--- src/rtl/cookie_jar.sv ---
// cookie_jar: ROWS x COLS grid of XOR mixing cells that whitens a serial
// random-bit stream. The far-corner cell's bit is collected MSB-first into
// WIDTH-bit words and handed off over a valid/ready handshake.
//
// Ports:
//   clk         clock, single domain
//   rst         synchronous active-high reset
//   en          advance grid, collector and health counter this cycle
//   rbit        serial random input bit (feeds cell (0,0) from the left)
//   seed_load   load grid from seed_data (overrides en)
//   seed_data   grid seed, bit r*COLS+c -> cell (r,c)
//   out_valid   out_data holds a word
//   out_ready   consumer accepts the word
//   out_data    collected word, first collected bit in MSB
//   health_fail sticky repetition-test failure
//
// Build option: define COOKIE_HEALTH_EN to build the repetition health test.
// Without it health_fail is tied low and REP_LIMIT is unused.
module cookie_jar #(
    parameter int ROWS      = 4,
    parameter int COLS      = 4,
    parameter int WIDTH     = 8,
    parameter int REP_LIMIT = 16
) (
    input  logic                 clk,
    input  logic                 rst,
    input  logic                 en,
    input  logic                 rbit,
    input  logic                 seed_load,
    input  logic [ROWS*COLS-1:0] seed_data,
    output logic                 out_valid,
    input  logic                 out_ready,
    output logic [WIDTH-1:0]     out_data,
    output logic                 health_fail
);

    localparam int N  = ROWS * COLS;
    localparam int CW = (WIDTH > 2) ? $clog2(WIDTH) : 1;

    if (ROWS < 1 || COLS < 1 || WIDTH < 2 || REP_LIMIT < 2) begin : g_param_check
        $error("cookie_jar: illegal parameter combination");
    end

    // ------------------------------------------------------------------
    // Mixing grid
    // ------------------------------------------------------------------
    logic [N-1:0] grid;
    logic [N-1:0] grid_next;

    for (genvar r = 0; r < ROWS; r++) begin : g_row
        for (genvar c = 0; c < COLS; c++) begin : g_col
            logic l_bit;
            logic u_bit;

            // Left neighbour; column 0 wraps to the start of the row above,
            // cell (0,0) takes the raw input bit.
            if (c > 0) begin : g_l_left
                assign l_bit = grid[r*COLS + c - 1];
            end else if (r > 0) begin : g_l_wrap
                assign l_bit = grid[(r-1)*COLS];
            end else begin : g_l_in
                assign l_bit = rbit;
            end

            // Upper neighbour only for interior cells; (0,0) gets a constant
            // 1 so it toggles when the input is quiet.
            if (r > 0 && c > 0) begin : g_u_up
                assign u_bit = grid[(r-1)*COLS + c];
            end else if (r == 0 && c == 0) begin : g_u_one
                assign u_bit = 1'b1;
            end else begin : g_u_zero
                assign u_bit = 1'b0;
            end

            assign grid_next[r*COLS + c] = grid[r*COLS + c] ^ l_bit ^ u_bit;
        end
    end

    always_ff @(posedge clk) begin
        if (rst) begin
            grid <= '0;
        end else if (seed_load) begin
            grid <= seed_data;
        end else if (en) begin
            grid <= grid_next;
        end
    end

    // ------------------------------------------------------------------
    // Word collector and handshake
    // ------------------------------------------------------------------
    logic             b;
    logic             stalled;
    logic             collect;
    logic             word_done;
    logic [WIDTH-2:0] sh;
    logic [CW-1:0]    cnt;
    logic [WIDTH-1:0] word;

    assign b         = grid[N-1];
    assign stalled   = out_valid & ~out_ready;
    assign collect   = en & ~seed_load & ~stalled;
    assign word_done = collect && (cnt == CW'(WIDTH - 1));
    assign word      = {sh, b};

    always_ff @(posedge clk) begin
        if (rst) begin
            sh        <= '0;
            cnt       <= '0;
            out_valid <= 1'b0;
            out_data  <= '0;
        end else begin
            if (collect) begin
                if (word_done) begin
                    cnt <= '0;
                end else begin
                    sh  <= word[WIDTH-2:0];
                    cnt <= cnt + 1'b1;
                end
            end
            // A word completing on a transfer edge replaces the old one
            // directly, so there is no bubble under sustained ready.
            if (word_done) begin
                out_data  <= word;
                out_valid <= 1'b1;
            end else if (out_ready) begin
                out_valid <= 1'b0;
            end
        end
    end

    // ------------------------------------------------------------------
    // Repetition health test
    // ------------------------------------------------------------------
`ifdef COOKIE_HEALTH_EN
    localparam int RW = $clog2(REP_LIMIT + 1);

    logic [RW-1:0] run;
    logic [RW-1:0] run_next;
    logic          last_bit;

    // run == 0 only right after reset, so the first collected bit starts a
    // run of 1 regardless of last_bit. The count saturates at REP_LIMIT.
    always_comb begin
        run_next = RW'(1);
        if (run != '0 && b == last_bit) begin
            run_next = (run == RW'(REP_LIMIT)) ? run : run + 1'b1;
        end
    end

    always_ff @(posedge clk) begin
        if (rst) begin
            run         <= '0;
            last_bit    <= 1'b0;
            health_fail <= 1'b0;
        end else if (collect) begin
            run      <= run_next;
            last_bit <= b;
            if (run_next == RW'(REP_LIMIT)) begin
                health_fail <= 1'b1;
            end
        end
    end
`else
    assign health_fail = 1'b0;
`endif

endmodule

--- config.mk ---
export PLATFORM = sky130hd
export DESIGN_NAME = cookie_jar
export DESIGN_NICKNAME = d
export VERILOG_FILES = /design/src/rtl/cookie_jar.sv
export SDC_FILE = /design/constraint.sdc
export NUM_CORES = 1
export LEC_CHECK = 0
export ABC_AREA = 0
export BUFFER_PORTS_ARGS = -buffer_cell sky130_fd_sc_hd__buf_4
export CELL_PAD_IN_SITES_DETAIL_PLACEMENT = 0
export CELL_PAD_IN_SITES_GLOBAL_PLACEMENT = 1
export CORE_UTILIZATION = 44
export DETAILED_ROUTE_END_ITERATION = 8
export MAX_ROUTING_LAYER = met4
export PLACE_DENSITY = 0.88
export RECOVER_POWER = 25
export SYNTH_ARGS = -nofsm -noshare
export SYNTH_HDL_FRONTEND = slang
export SYNTH_SLANG_ARGS = --single-unit
--- constraint.sdc ---
create_clock -name clk -period 3.9 [get_ports clk]
set_input_delay 0.39 -clock clk [delete_from_list [all_inputs] [get_ports clk]]
set_output_delay 0.39 -clock clk [all_outputs]
set_load 0.03 [all_outputs]
; ---- Yosys cells after proc, flatten, opt, wreduce, memory -nomap -nowiden
; Cells that the tools add are included.
[classes]
n_mul = 0
add_sub_neg = 1
div_mod_pow = 0
shifts = 0
mux = 5
magnitude_cmp = 0
reduce_logical = 4
bitwise_logic = 33
eq_ne = 1
[ops]
columns = operator, n
row1 = 16-bit two-way mux, 2
row2 = 1-bit XOR, 25
row3 = 1-bit NOT, 5
row4 = 2-bit nonzero test, 2
row5 = "3-bit by 1-bit adder with 3-bit output, second input constant", 1
row6 = 1-bit AND, 3
row7 = "3-bit equality test, second input constant", 1
row8 = 3-bit two-way mux, 1
row9 = 1-bit two-way mux, 2
row10 = 2-bit AND reduction, 1
row11 = 1-bit logical AND, 1
[word_totals]
input_bits = 22
rom_bits = 0
latch_bits = 0
memories = 0
wordCells = 49
regBits = 35
mem_bits_rw = 0
output_inout_bits = 10

; ---- Depth between registers and ports, before layout
; Gate-level depths: netlist of the first run.
[depth]
ltp_word = 7
mapped_depth = 5
mapped_depth_nobuf = 5

; ---- Least setup slack after synthesis of the first run
; Ideal clock, no wire load.
[synth_path]
path_type = flip-flop to flip-flop
start = reg cnt[0]
end = reg sh[0]
setup_ns = 0.072
stages_incl_launch_ff = 5
slack_ns = 2.579
path_buffers = 0
period_less_slack_ns = 1.321
t_arrival_ns = 1.249
path_cell_list = dfxtp_1 > ha_1 > ha_1 > nor3_4 > mux2i_1
[synth_between]
elab_chain_cells = 4
[synth_rtl]
columns = item, line_no
row1 = from (decl), 97  ; logic [CW-1:0] cnt;
row2 = from (signal assigned), 118  ; cnt <= cnt + 1'b1;
row3 = 3-bit equality test, 103  ; assign word_done = collect && (cnt == CW'(WIDTH - 1));
row4 = 1-bit logical AND, 103
row5 = 1-bit NOT (no line), --
row6 = 2-bit AND reduction (no line), --
row7 = to (signal assigned), 117  ; sh <= word[WIDTH-2:0];
row8 = to (decl), 96  ; logic [WIDTH-2:0] sh;
; Every way passes these cells.
; A chain may end at the register's enable or synchronous reset.

; ---- Worst setup path after layout of the first run
[layout_path]
start = in en
end = reg sh[3]
[layout_between]
elab_chain_cells = 5
[layout_rtl]
columns = item, line_no
row1 = from (decl), 27  ; input logic en,
row2 = 1-bit AND * (2 in series), 102  ; assign collect = en & ~seed_load & ~stalled;
row3 = 1-bit logical AND, 103
row4 = 1-bit NOT (no line), --
row5 = 2-bit AND reduction (no line) *, --
; Mark *: on every way between the ends. The rest lies on a longest branch, timed or not.

==> flow_metrics.env, run 1 <==
export IMPL_clock_root_buffer="clkbuf_8"
export IMPL_design_core_area_um2=3690
export IMPL_switchingPower_uw=193
export IMPL_vias=1397
export IMPL_cts_htree_levels=2
export IMPL_grt_start_max_net_pins=35
export IMPL_max_cap_violations=0
export IMPL_drive_above_1_share_pct=16.4
export IMPL_p_int_uw=681
export IMPL_worstHoldPathCells=2
export IMPL_n_antenna_cell=0
export IMPL_totalWireLength_um=3490
export IMPL_finalSetupViolCount=0
export IMPL_drt_antenna_violating_nets=0
export IMPL_status="finished clean"
export IMPL_cts_sinks=35
export IMPL_synth_edff_count=0
export IMPL_die_area_um2=4120
export IMPL_pin_count=32
export IMPL_numCtsBuffers=5
export IMPL_p_leak_uw=0.000914
export IMPL_vias_per_cell=5.35
export IMPL_initialDrtViolationCount=80
export IMPL_crit_type="input port to flop"
export IMPL_route_detailed_drc=0
export IMPL_synth_distinct_cells=28
export IMPL_combPwrFrac_pct=11.7
export IMPL_seq_area_frac_synth_pct=41.1
export IMPL_hpwl_um=2490
export IMPL_netlist_instances=186
export IMPL_holdBufCountCts=0
export IMPL_overflow=0
export IMPL_slew_viol_final=0
export IMPL_max_freq_mhz=480
export IMPL_p_seq_share_pct=44.3
export IMPL_min_period_over_period_pct=53.4
export IMPL_clock_power_share_pct=44.0
export IMPL_chipWidth_um=64.2
export IMPL_required_ps=4110
export IMPL_grtUsageTotal_pct=19.1
export IMPL_cts_resized=0
export IMPL_post_synth_cell_area_avg_um2=9.16
export IMPL_worstPathArrival_ps=2300
export IMPL_grt_pass1_wl_um=5890
export IMPL_cp_end_kind="flop"
export IMPL_fin_cells=261
export IMPL_async_reset_ff_share_pct=0
export IMPL_yosysWarnings=0
export IMPL_synth_flop_cell="dfxtp_1"
export IMPL_grt_pass1_vias=1438
export IMPL_ys_ff_latch=35
export IMPL_hold_path_class="input port to flop"
export IMPL_clkLatencyLatePin_ps=280
export IMPL_routedWlPerCell_um=13.4
export IMPL_cts_setup_buffers=0
export IMPL_reg2reg_depth=5
export IMPL_cp_start_kind="input port"
export IMPL_syn_nets=210
export IMPL_final_hold_viol_count=0
export IMPL_p_per_area_nw_per_um2=427
export IMPL_fill_cells=372
export IMPL_tritoncts="done"
export IMPL_p_sw_share_pct=22.1
export IMPL_fin_setup_tns_ps=0
export IMPL_post_place_cells=253
export IMPL_fp_dieH_um=64.2
export IMPL_worst_pin_slew_ps=988
export IMPL_finalClockSkew_ps=7.72
export IMPL_rsz0062_at_grt="false"
export IMPL_antenna_found_initial=0
export IMPL_critical_path_max_fanout=26
export IMPL_cts_clk_slew_worst_paths_ps=70
export IMPL_drtPass1Iterations=5
export IMPL_nets=236
export IMPL_port_buffers=30
export IMPL_cts_path_max_buffers=2
export IMPL_vdd_drop_max_mv=0.234
export IMPL_start_util_pct=46.2
export IMPL_gp_congestion=0.760
export IMPL_max_slew_margin_pct=34.2
export IMPL_syn_area_um2=1700
export IMPL_rows=22
export IMPL_min_period_ps=2080
export IMPL_areaGrowthSynthToFinish_pct=20.2
==> through the flow <==
stage	total power, uW	hold WS (ps)	utilization, %	area [um^2]	setup WS [ps]
after floorplan	468	451	-	1700	2580
after global placement	491	459	52.4	1930	2290
after detailed placement	498	464	52.4	1930	2190
after CTS	883	407	56.0	2070	2380
after global routing	912	405	55.5	2050	1620
final	874	412	55.5	2050	1820
==> placed cells by master, fill, tap and decap left out, drive strengths merged <==
master,n
conb,1
nand3,3
mux2i,7
o31ai,1
nand2,5
dfxtp,35
bufinv,2
o311a,9
nand2b,20
o21a,7
nor4,8
nor3,1
clkinv,1
clkbuf,11
and2b,2
a31o,8
and3,9
buf,25
o211ai,1
nand4,1
xor2,9
a21oi,19
o21ai,2
xnor2,7
inv,17
ha,2
==> layout make-up <==
class                   instances  area, um^2  area share (%)
well taps                      48        60.1            2.93
repair buffers                 30         206            10.1
clock buffers                   6        72.6            3.55
multi-input cells             122         880            43.0
clock inverters                 2        60.1            2.93
inverters                      18        67.6            3.30
flip-flops and latches         35         701            34.2
==> cell usage after synthesis (5+ instances only) <==
library cell	n	share of area [%]
a31o_1	8	4.1
nand2_1	5	1.1
mux2i_1	7	4.1
xnor2_1	7	3.6
and3_1	9	3.3
nand2b_1	20	7.3
a21oi_1	19	5.6
inv_1	16	3.5
nor4_1	8	2.9
xor2_1	9	4.6
buf_2	8	2.4
dfxtp_1	35	41
o311a_1	9	5.3
o21a_1	7	3.1
==> cell families (layout without fill, tap and decap cells) <==
kind of cell    count (synthesis)  after routing  synth area share (%)
simple gates                   49             49                  18.1
compound gates                 47             47                  19.5
flops                          35             35                  41.1
buf+inv                        29             56                  7.20
xor+xnor                       16             16                  8.23
mux                             7              7                  4.11
fa+ha+maj                       2              2                  1.47
other cells                     1              1                 0.220
==> power by group through the flow <==
stage	clock (uW)	sequential [uW]	combinational [uW]
2_1_floorplan	0	392	75.5
6_report	384	387	102
3_5_place_dp	0	396	103
5_1_grt	408	389	115
4_1_cts	393	387	103
3_3_place_gp	0	395	96.7
==> worst paths after layout <==
check | start | to | slack (ps)
setup / recovery | en | sh[3]$_SDFFE_PP0P_ | 1820
hold / removal | rst | cnt[1]$_SDFFE_PP0P_ | 410
setup reg to reg | cnt[0]$_SDFFE_PP0P_ | cnt[0]$_SDFFE_PP0P_ | 2350
hold reg to reg | out_data[5]$_SDFFE_PP0P_ | out_data[5]$_SDFFE_PP0P_ | 480
==> layer usage <==
metal | vias to the layer above | wire length (um) | track usage (%)
li1 | 702 | - | -
met1 | 654 | 1490 | 20.2
met2 | 35 | 1840 | 33.4
met3 | 6 | 127 | 4.82
met4 | 0 | 29 | 8.61
met5 | - | 0 | -
==> worst max-delay path, stage by stage <==
cell	delay, ps
clkbuf_1	710
nand2b_1	510
nor3_4	430
mux2i_1	240
==> state kept, by name (all words and copies together) (netlist names) <==
| signal | cells |
|---|---|
| out_data | 8 |
| out_valid | 1 |
| grid | 16 |
| sh | 7 |
| cnt | 3 |
(Power assumes the default switching activity.)
==> run 2, diff against run 1 <==
Settings changed: ABC_AREA 0 to 1, CORE_UTILIZATION 44 to 35, PLACE_DENSITY 0.88 to 0.8.
Clock period 3.9 ns to 1.9 ns, I/O delays scaled along.
==> flow_metrics.env, run 2 <==
export IMPL_grt_pass1_vias=1605
export IMPL_p_leak_uw=0.00106
export IMPL_async_reset_ff_share_pct=0
export IMPL_post_synth_cell_area_avg_um2=6.53
export IMPL_totalWireLength_um=4080
export IMPL_fin_setup_tns_ps=0
export IMPL_p_per_area_nw_per_um2=732
export IMPL_fill_cells=522
export IMPL_die_area_um2=5460
export IMPL_finish_utilization_pct=44.7
export IMPL_drt_antenna_violating_nets=0
export IMPL_clkLatencyLatePin_ps=290
export IMPL_pin_count=32
export IMPL_n_antenna_cell=0
export IMPL_ys_ff_latch=35
export IMPL_reg2reg_slack_ps=540
export IMPL_seq_area_frac_synth_pct=38.8
export IMPL_largest_reg_flops=16
export IMPL_synth_flop_cell="dfxtp_1"
export IMPL_syn_area_um2=1810
export IMPL_start_util_pct=37.3
export IMPL_finalSetupViolCount=0
export IMPL_numCtsBuffers=5
export IMPL_required_ps=2120
export IMPL_fin_area_um2=2170
export IMPL_grt_start_max_net_pins=20
export IMPL_port_buffers=30
export IMPL_hold_path_class="input port to flop"
export IMPL_fp_dieH_um=73.9
export IMPL_slew_viol_final=0
export IMPL_cp_start_kind="flop"
export IMPL_cp_end_kind="flop"
export IMPL_vias=1711
export IMPL_cts_path_max_buffers=2
export IMPL_vdd_drop_max_mv=0.318
export IMPL_vias_per_cell=4.55
export IMPL_final_hold_viol_count=0
export IMPL_highest_layer="met4"
export IMPL_drtPass1Iterations=4
export IMPL_reg_top3="grid x16, out_data x8, sh x7"
export IMPL_final_cell_mix="88 x nand2_1, 50 x inv_1, 35 x dfxtp_1, 30 x buf_4, 25 x nor2_1"
export IMPL_max_freq_mhz=738
export IMPL_critical_path_max_fanout=9
export IMPL_tritoncts="done"
export IMPL_layout_cells_most_common="nand2_1"
export IMPL_synth_edff_count=0
export IMPL_rsz0062_at_grt="false"
export IMPL_netlist_area_leader_share_pct=38.8
export IMPL_finalClockSkew_ps=8.79
export IMPL_areaGrowthSynthToFinish_pct=19.8
export IMPL_route_detailed_drc=0
export IMPL_worstPathArrival_ps=1570
export IMPL_cts_setup_buffers=0
export IMPL_grt_pass1_wl_um=6960
export IMPL_wl_met3_um=109
export IMPL_synth_most_common_cell="nand2_1"
export IMPL_wl_met2_um=1900
export IMPL_nets=333
export IMPL_clock_root_buffer="clkbuf_8"
export IMPL_cts_htree_levels=2
export IMPL_cts_clk_slew_worst_paths_ps=60
export IMPL_cts_sinks=35
export IMPL_synth_common_cells="87 x nand2_1, 50 x inv_1, 35 x dfxtp_1, 25 x nor2_1, 20 x a21oi_1"
export IMPL_min_period_ps=1360
export IMPL_syn_nets=301
export IMPL_overflow=0
export IMPL_gp_congestion=0.791
export IMPL_routedWlPerCell_um=10.8
export IMPL_chipWidth_um=73.9
export IMPL_synth_distinct_cells=21
export IMPL_initialDrtViolationCount=66
export IMPL_antenna_found_initial=0
export IMPL_yosys_area_top_type="dfxtp_1"
export IMPL_cts_resized=0
export IMPL_place_area_um2=2090
export IMPL_min_period_over_period_pct=71.3
export IMPL_drt_met1_wl_um=2000
export IMPL_top_register="grid"
export IMPL_yosysWarnings=0
export IMPL_p_total_uw=1580
export IMPL_holdBufCountCts=0
export IMPL_hpwl_um=2890
export IMPL_max_cap_violations=0
export IMPL_netlist_instances=277
export IMPL_crit_type="flop to flop"
export IMPL_drive_above_1_share_pct=13.6
export IMPL_status="finished clean"
export IMPL_design_core_area_um2=4850
export IMPL_synth_area_leaders="dfxtp_1 39%, nand2_1 18%, inv_1 10%, a22oi_1 6.6%, a21oi_1 5.5%"
export IMPL_grtUsageTotal_pct=17.4
export IMPL_rows=25
-- run 2: cell type report --
type                    instances  area [um^2]  share of cell area [%]
clock buffers                   6         82.6                    3.81
clock inverters                 1         5.00                   0.231
inverters                      52          195                    9.01
multi-input cells             182          862                    39.8
flip-flops and latches         35          701                    32.4
well taps                      67         83.8                    3.87
repair buffers                 33          236                    10.9
-- run 2: worst max-delay path, stage by stage (launching register included) --
cell	delay [ps]
dfxtp_1	320
ha_1	200
ha_1	220
nor2_4	240
inv_2	130
nand2_1	80
inv_1	40
nor2_1	70
-- run 2: worst paths after layout --
| kind | from | endpoint | cells after the start |
|---|---|---|---|
| worst min-delay path | rbit | grid[0]$_SDFFE_PP0P_ | 4 |
| worst max-delay path | cnt[0]$_SDFFE_PP0P_ | sh[5]$_SDFFE_PP0P_ | 7 |
| worst max register to register | cnt[0]$_SDFFE_PP0P_ | sh[5]$_SDFFE_PP0P_ | 7 |
| worst min register to register | cnt[2]$_SDFFE_PP0P_ | cnt[2]$_SDFFE_PP0P_ | 2 |
-- run 2: cells by family after synthesis --
| group | after synthesis | share of synthesized area [%] |
|---|---|---|
| and+or+nand+nor | 134 | 30.9 |
| buffers and inverters | 60 | 13.4 |
| AOI/OAI and AO/OA | 42 | 13.8 |
| DFF | 35 | 38.8 |
| xor gates and xnor gates | 3 | 1.45 |
| adders and majority gates | 2 | 1.38 |
| other | 1 | 0.207 |
-- run 2: power breakdown --
group          total (uW)  switching, uW  internal, uW
combinational         236            137          99.4
sequential            803           32.5           771
clock                 546            261           284
-- run 2: metrics by stage --
step	std cells	hold WS, ps	worst slack [ps]
after floorplan	277	377	694
after global placement	369	467	579
after detailed placement	369	473	546
after CTS	376	188	530
after global routing	376	219	387
final	376	194	545
-- run 2: routing by layer --
layer  up-vias  global-route usage (%)
li1        914                       -
met1       769                    20.2
met2        23                    29.2
met3         5                    4.12
met4         0                    6.41
met5         -                       -
